**src/rtl/keypad_debouncer.sv**
```systemverilog
// rtl/keypad_debouncer.sv - synchronise, debounce and encode an active-low keypad
module keypad_debouncer #(
   parameter int N_KEYS          = 12,
   parameter int DEBOUNCE_CYCLES = 500000,
   parameter int CNT_W           = 19
) (
   input  logic              clk,
   input  logic              rst,
   input  logic [N_KEYS-1:0] keypad_in,
   output logic [N_KEYS-1:0] key_level,
   output logic [N_KEYS-1:0] key_press,
   output logic [N_KEYS-1:0] key_release,
   output logic              key_valid,
   output logic [3:0]        key_code,
   output logic              key_any
);

   typedef enum logic [1:0] {
      ST_UP     = 2'd0,
      ST_DEB_DN = 2'd1,
      ST_DOWN   = 2'd2,
      ST_DEB_UP = 2'd3
   } key_state_t;

   localparam logic [CNT_W-1:0] CNT_LAST = CNT_W'(DEBOUNCE_CYCLES - 1);

   logic [N_KEYS-1:0] sync_meta;
   logic [N_KEYS-1:0] sync_out;
   logic [N_KEYS-1:0] pressed;

   key_state_t        state_q [N_KEYS];
   key_state_t        state_d [N_KEYS];
   logic [CNT_W-1:0]  cnt_q   [N_KEYS];
   logic [CNT_W-1:0]  cnt_d   [N_KEYS];

   logic [N_KEYS-1:0] level_d;
   logic [N_KEYS-1:0] press_d;
   logic [N_KEYS-1:0] release_d;
   logic [3:0]        code_d;

   // Two-flop synchroniser; resets to the released (raw high) level.
   always_ff @(posedge clk) begin
      if (rst) begin
         sync_meta <= '1;
         sync_out  <= '1;
      end else begin
         sync_meta <= keypad_in;
         sync_out  <= sync_meta;
      end
   end

   assign pressed = ~sync_out;

   // Per-key debounce state and hold counters.
   always_ff @(posedge clk) begin
      if (rst) begin
         for (int i = 0; i < N_KEYS; i++) begin
            state_q[i] <= ST_UP;
            cnt_q[i]   <= '0;
         end
      end else begin
         for (int i = 0; i < N_KEYS; i++) begin
            state_q[i] <= state_d[i];
            cnt_q[i]   <= cnt_d[i];
         end
      end
   end

   // Next-state: a new level must hold for DEBOUNCE_CYCLES samples before it is accepted.
   always_comb begin
      level_d = '0;
      for (int i = 0; i < N_KEYS; i++) begin
         state_d[i] = state_q[i];
         cnt_d[i]   = cnt_q[i];
         case (state_q[i])
            ST_UP: begin
               if (pressed[i]) begin
                  state_d[i] = ST_DEB_DN;
                  cnt_d[i]   = '0;
               end
            end
            ST_DEB_DN: begin
               if (!pressed[i]) begin
                  state_d[i] = ST_UP;
                  cnt_d[i]   = '0;
               end else if (cnt_q[i] == CNT_LAST) begin
                  state_d[i] = ST_DOWN;
                  cnt_d[i]   = '0;
               end else begin
                  cnt_d[i] = cnt_q[i] + CNT_W'(1);
               end
            end
            ST_DOWN: begin
               if (!pressed[i]) begin
                  state_d[i] = ST_DEB_UP;
                  cnt_d[i]   = '0;
               end
            end
            ST_DEB_UP: begin
               if (pressed[i]) begin
                  state_d[i] = ST_DOWN;
                  cnt_d[i]   = '0;
               end else if (cnt_q[i] == CNT_LAST) begin
                  state_d[i] = ST_UP;
                  cnt_d[i]   = '0;
               end else begin
                  cnt_d[i] = cnt_q[i] + CNT_W'(1);
               end
            end
            default: begin
               state_d[i] = ST_UP;
               cnt_d[i]   = '0;
            end
         endcase
         level_d[i] = (state_d[i] == ST_DOWN) || (state_d[i] == ST_DEB_UP);
      end
   end

   // Edge detection and priority encode; the lowest pressed index wins.
   always_comb begin
      press_d   = level_d & ~key_level;
      release_d = ~level_d & key_level;
      code_d    = key_code;
      for (int i = N_KEYS - 1; i >= 0; i--) begin
         if (press_d[i]) begin
            code_d = 4'(i);
         end
      end
   end

   // Registered outputs; key_code holds between press events.
   always_ff @(posedge clk) begin
      if (rst) begin
         key_level   <= '0;
         key_press   <= '0;
         key_release <= '0;
         key_valid   <= 1'b0;
         key_code    <= 4'd0;
         key_any     <= 1'b0;
      end else begin
         key_level   <= level_d;
         key_press   <= press_d;
         key_release <= release_d;
         key_valid   <= |press_d;
         key_code    <= code_d;
         key_any     <= |level_d;
      end
   end

endmodule
```
**config.mk**
```make
export PLATFORM = sky130hd
export DESIGN_NAME = keypad_debouncer
export DESIGN_NICKNAME = d
export VERILOG_FILES = /design/src/rtl/keypad_debouncer.sv
export SDC_FILE = /design/constraint.sdc
export NUM_CORES = 1
export LEC_CHECK = 0
export ABC_CLOCK_PERIOD_IN_PS = 2950
export CAP_MARGIN = 20
export CORE_UTILIZATION = 61
export DETAILED_ROUTE_END_ITERATION = 12
export PLACE_DENSITY = 0.89
export SLEW_MARGIN = 20
export SYNTH_ARGS = -nofsm -noshare
export SYNTH_HDL_FRONTEND = slang
export SYNTH_SLANG_ARGS = --single-unit
```
**constraint.sdc**
```tcl
create_clock -name clk -period 2.95 [get_ports clk]
set_input_delay 0.59 -clock clk [delete_from_list [all_inputs] [get_ports clk]]
set_output_delay 0.59 -clock clk [all_outputs]
set_load 0.01 [all_outputs]
```
==> metrics.csv, run 1 <==
metric,value,unit
layout_common_cells,"317 x dfxtp_1, 260 x nor2_1, 142 x nand2_1",
clock.fmax,362.2,MHz
met3_usage,4.000,%
syn_avg_cell_area,8.321,sq um
p_per_area,585.9,mW/mm^2
die_h,159.8,um
cts_sinks,317,
use_met1,34.77,%
worstHoldPathType,reg -> reg,
firstDrtPassIters,5,
grt-ovfl-total,0,
drt-initial-drc-count,1168,
antenna_found_initial,0,
yosysWarnings,0,
grt_pass1_vias,12640,
crit_required,3340,ps
syn_nets,1880,
synth_top_area_share,41.77,%
clk_pin_slew,60,ps
cts_buffers,35,
final_common_cell,dfxtp_1,
io_buffers,55,
cts-root-buf,clkbuf_16,
cts_tree,yes,
nets,1920,
initial_utilization,62.29,%
async_flop_share,0,%
hpwl,22590,um
vias,13570,
postCtsSetupBuffers,0,
rows,57,
seq_area,0.006346,sq mm
p_leak,0.005936,uW
arrival,3150,ps
period_share,93.60,%
synth_ff_type,dfxtp_1,
worstSetupStartpointType,register,
syn_area,0.01519,sq mm
gp_congestion,0.8740,
crit_path_max_fanout,5,
final_area,0.01730,sq mm
hold_buffers,0,
die-area,0.02554,sq mm
io_pins,56,
yosys.area.top_type,dfxtp_1,
crit_path_end_kind,register,
grt_pass1_wl,58460,um
synth-edff-count,0,
slew_violations,0,
fin_crit,2761,ps
outcome,"complete, no violations",
busiest_layer,met2,
path_class,reg -> reg,
drive_gt1_share,8.514,%
max_slew.worst_pin.slew,745.6,ps
diodes,0,
syn_inst,1826,
syn2layout_area_growth,13.88,%
multi_input_area,0.008408,sq mm
avgRoutedWirePerCell,15.67,um
vias_per_cell,6.128,
htreeDepth,2,
core,0.02439,sq mm
ys_seq_elements,317,
yosys.cell_types.count,74,
synth_area_leaders,"dfxtp_1 42%, nor2_1 6.4%, a21oi_1 4.0%, o21ai_0 3.9%, nand2_1 3.5%",
grt_max_degree,69,
setup_tns,0,ps
slew_headroom,50.06,%
die_x,159.8,um
drc,0,
grtUsageMet2,44.54,%
grt_setup_unrepaired,false,
fill_cells,1780,
final_hold_viol_count,0,
ctsResizeCount,0,
ys_seq_area_share,41.77,%
clock_latency,520,ps
clock_skew,13.27,ps
ir_drop,0.0005024,V
grt_usage,26.64,%
setup_violations,0,
routed_wl,34700,um
cts_max_path_buffers,3,
cap_violations,0,
ant_nets,0,
post_dp_cell_area,0.01605,sq mm
## final cells by class
class,count,area share [%]
Tap cell,324,2.343
Multi-Input combinational cell,1388,48.60
Clock buffer,49,6.017
Sequential cell,317,36.68
Clock inverter,13,1.041
Timing Repair Buffer,81,4.390
Inverter,43,0.9329
## stage by stage
| step | hold slack (ps) | util, % | cells | power [uW] | setup slack [ps] |
|---|---|---|---|---|---|
| finish | 409.1 | 70.93 | 2215 | 10140 | 188.7 |
| global route | 420.6 | 70.93 | 2215 | 10490 | 60.58 |
| CTS | 406.9 | 70.82 | 2215 | 10180 | 136.0 |
| detailed placement | 392.3 | 65.81 | 2153 | 5625 | 119.0 |
| global placement | 393.4 | 65.81 | 2153 | 5590 | 180.6 |
| floorplan | 389.5 | - | 1826 | 5282 | 405.8 |
## where the power goes
group	switching, uW	internal, uW	total (uW)
clock	1750	2820	4570
combinational	611	447	1060
sequential	114	4390	4510
## final timing paths
path | cells past startpoint | from | slack (ps) | end
worst max-delay path | 7 | cnt_q[1][6] | 190 | key_code[0]
worst min-delay path | 1 | sync_meta[8] | 410 | sync_out[8]
worst max register to register | 7 | cnt_q[1][6] | 190 | key_code[0]
worst min register to register | 1 | sync_meta[8] | 410 | sync_out[8]
## cells in the mapped netlist (8+ instances only)
master	instances
dfxtp_1	317
nor2_1	260
nand2_1	142
a21oi_1	120
o21ai_0	117
nand3_1	82
clkbuf_1	66
xor2_1	52
xnor2_1	45
and3_1	44
inv_1	43
nor3_1	42
ha_1	40
or2_2	40
a311oi_1	39
nand4_1	35
or3_1	34
a31oi_1	28
nor2b_1	21
nor3b_1	18
nor4_1	16
and4_1	15
mux2i_1	15
a211oi_1	12
a21o_1	12
and2_1	11
or4b_2	11
nand4b_1	10
a41oi_1	9
nand3b_1	9
and3b_1	8
buf_2	8
mux2_2	8
nor4b_1	8
## kinds of logic after synthesis
logic type | after synthesis | synth area share [%]
AOI/OAI and AO/OA | 391 | 16.02
xor gates and xnor gates | 97 | 5.592
adders and majority gates | 40 | 3.294
buffers and inverters | 121 | 3.080
DFF | 317 | 41.77
muxes | 23 | 1.581
and+or+nand+nor | 837 | 28.67
## flip-flops by register name (all words and copies together) (netlist names), 4 cells and up
name         count
sync_out        12
state_q         23
key_level       12
key_release     12
key_press       12
sync_meta       12
cnt_q          228
key_code         4
## routing by layer
layer,share of wire [%],up-vias
met5,0,-
met4,2.6,0
met3,5.6,75
met2,47,424
met1,44,6423
li1,-,6652
## worst max-delay path, cell delays in order, from the launching register on
cell and delay [ps]:
dfxtp_1 340, or4b_2 710, nor4_4 310, and3_1 290, mux2i_1 320, o2111ai_1 280
nor4b_4 330, a211oi_2 70
Note: power is estimated with default switching activity, not from simulation.
==> run 2: changes to the inputs <==
--- a/config.mk
+++ b/config.mk
@@ -7,9 +7,9 @@
 export LEC_CHECK = 0
 export ABC_CLOCK_PERIOD_IN_PS = 2950
 export CAP_MARGIN = 20
-export CORE_UTILIZATION = 61
+export CORE_UTILIZATION = 49
 export DETAILED_ROUTE_END_ITERATION = 12
-export PLACE_DENSITY = 0.89
+export PLACE_DENSITY = 0.66
 export SLEW_MARGIN = 20
 export SYNTH_ARGS = -nofsm -noshare
 export SYNTH_HDL_FRONTEND = slang
==> metrics.csv, run 2 (synthesized netlist as in run 1, its figures left out) <==
metric,value,unit,change
ant_nets,0,,unchanged
grt_usage,21.33,%,was 26.64%
setup_ws,185.1,ps,was 188.7 ps
reg.largest.list,"cnt_q x228, state_q x23",,unchanged
max_stage_delay,690,ps,was 710 ps
clock.fmax,361.7,MHz,was 362.2 MHz
grt_setup_unrepaired,false,,unchanged
layout_common_cells,"317 x dfxtp_1, 260 x nor2_1, 142 x nand2_1",,unchanged
slowest_stage,or4b_2,,unchanged
cts-root-buf,clkbuf_16,,unchanged
cts_tree,yes,,unchanged
fin_crit,2765,ps,was 2761 ps
dpl_worst_slack,107.8,ps,was 119.0 ps
p_per_area,582.3,mW/mm^2,was 585.9 mW/mm^2
nets,1923,,was 1920
antenna_found_initial,0,,unchanged
syn2layout_area_growth,14.47,%,was 13.88%
dr_wl_met3,1522,um,was 1952 um
worstHoldPathType,reg -> reg,,unchanged
fill_cells,2743,,was 1780
largest_register_ffs,228,,unchanged
cts_sinks,317,,unchanged
drt-initial-drc-count,806,,was 1168
core,0.03051,sq mm,was 0.02439 sq mm
ir_drop,0.0005194,V,was 0.0005024 V
clock_latency,510,ps,was 520 ps
grt-ovfl-total,0,,unchanged
wl_met1,15720,um,was 15360 um
clock_skew,14.03,ps,was 13.27 ps
firstDrtPassIters,5,,unchanged
vias,13130,,was 13.57k
p_leak,0.005936,uW,about the same
avgRoutedWirePerCell,14.72,um,was 15.67 um
die-area,0.03171,sq mm,was 0.02554 sq mm
path_class,reg -> reg,,unchanged
cap_violations,0,,unchanged
clk_pin_slew,60,ps,about the same
cts_max_path_buffers,3,,unchanged
die_h,178.1,um,was 159.8 um
cp_top_family,simple AND/OR/NAND/NOR gates,,unchanged
arrival,3160,ps,was 3150 ps
slew_headroom,50.27,%,was 50.06%
initial_utilization,49.80,%,was 62.29%
period_share,93.73,%,was 93.60%
final_area,0.01739,sq mm,was 0.01730 sq mm
drc,0,,unchanged
crit_chain,or4b_2 -> nor4_2 -> buf_4 -> and3_1 -> mux2i_2 -> o2111ai_2 -> nor4b_4 -> a211oi_2,,was or4b_2 -> nor4_4 -> and3_1 -> mux2i_1 -> o2111ai_1 -> nor4b_4 -> a211oi_2
io_pins,56,,unchanged
worstSetupStartpointType,register,,unchanged
crit_path_end_kind,register,,unchanged
io_buffers,55,,unchanged
setup_tns,0,ps,unchanged
rows,64,,was 57
crit_required,3340,ps,about the same
die_x,178.1,um,was 159.8 um
final_common_cell,dfxtp_1,,unchanged
gp_congestion,0.8589,,was 0.8740
htreeDepth,2,,unchanged
grt_pass1_wl,56680,um,was 58460 um
vias_per_cell,5.739,,was 6.128
top_layer_used,met4,,unchanged
worst-path-buf-inv,1,,was 0
wl_met2,15730,um,was 16480 um
routed_wl,33690,um,was 34700 um
final_hold_viol_count,0,,unchanged
post_dp_cell_area,0.01616,sq mm,was 0.01605 sq mm
slew_violations,0,,unchanged
cts_buffers,35,,unchanged
drive_gt1_share,8.457,%,was 8.514%
grt_max_degree,88,,was 69
diodes,0,,unchanged
setup_violations,0,,unchanged
max_flop_register,cnt_q,,unchanged
outcome,"complete, no violations",,unchanged
grt_pass1_vias,12150,,was 12.64k
max_slew.worst_pin.slew,739.6,ps,was 745.6 ps
crit_path_max_fanout,5,,unchanged
hpwl,22970,um,was 22590 um
## run 2: cell types whose count changed in the layout (fill, tap and decap cells not counted), moves of 2 or more
cell | before | now
clkinvlp_4 | 3 | 0
clkinv_4 | 2 | 0
buf_4 | 25 | 28
clkbuf_1 | 5 | 8
## run 2: repair_timing
action,CTS,global route
setup endpoints to repair,0,4
endpoints found under the hold margin,0,0
setup buffers,0,0
hold buffers,0,0
resized for setup,0,4
## run 2: metal layers
metal | up-vias | track usage [%]
met1 | 6179 | 27.18
met3 | 61 | 3.474
li1 | 6647 | -
met5 | - | 0
met4 | 0 | 6.410
met2 | 243 | 36.75
## run 2: cell type report
cell class / count / area, sq um / area share [%]
Timing Repair Buffer: 84 / 782.0 / 4.496
Inverter: 43 / 161.4 / 0.9281
Sequential cell: 317 / 6346 / 36.49
Clock buffer: 53 / 1066 / 6.129
Multi-Input combinational cell: 1388 / 8406 / 48.33
Clock inverter: 7 / 135.1 / 0.7770
Tap cell: 396 / 495.5 / 2.849
## run 2: path summary, 6_finish.rpt
| path | from | end | slack (ps) | cells after the start |
|---|---|---|---|---|
| max | cnt_q[1][6] | key_code[0] | 190 | 8 |
| min | sync_meta[7] | sync_out[7] | 410 | 1 |
| max reg2reg | cnt_q[1][6] | key_code[0] | 190 | 8 |
| min reg2reg | sync_meta[7] | sync_out[7] | 410 | 1 |
## run 2: metrics by stage
| step | hold slack [ps] | cells | utilization [%] | total power (uW) |
|---|---|---|---|---|
| finish | 406.1 | 2288 | 57.00 | 10130 |
| global route | 425.2 | 2288 | 57.00 | 10550 |
| CTS | 407.4 | 2288 | 56.92 | 10230 |
| detailed placement | 393.3 | 2228 | 52.98 | 5681 |
| global placement | 392.7 | 2227 | 52.96 | 5663 |
| floorplan | 389.5 | 1826 | - | 5282 |
## run 2: report_power, final
part,leakage (uW),internal (uW),total (uW),switching [uW]
clock network,0.000591,2830,4530,1700
logic,0.00278,477,1090,616
registers,0.00256,4390,4500,109
total,0.00594,7700,10100,2420
## run 2: worst reg2reg max path, cell delays in order (launching register included)
cell and delay, ps:
dfxtp_1 330, or4b_2 690, nor4_2 290, buf_4 170
and3_1 240, mux2i_2 320, o2111ai_2 230, nor4b_4 310
a211oi_2 70
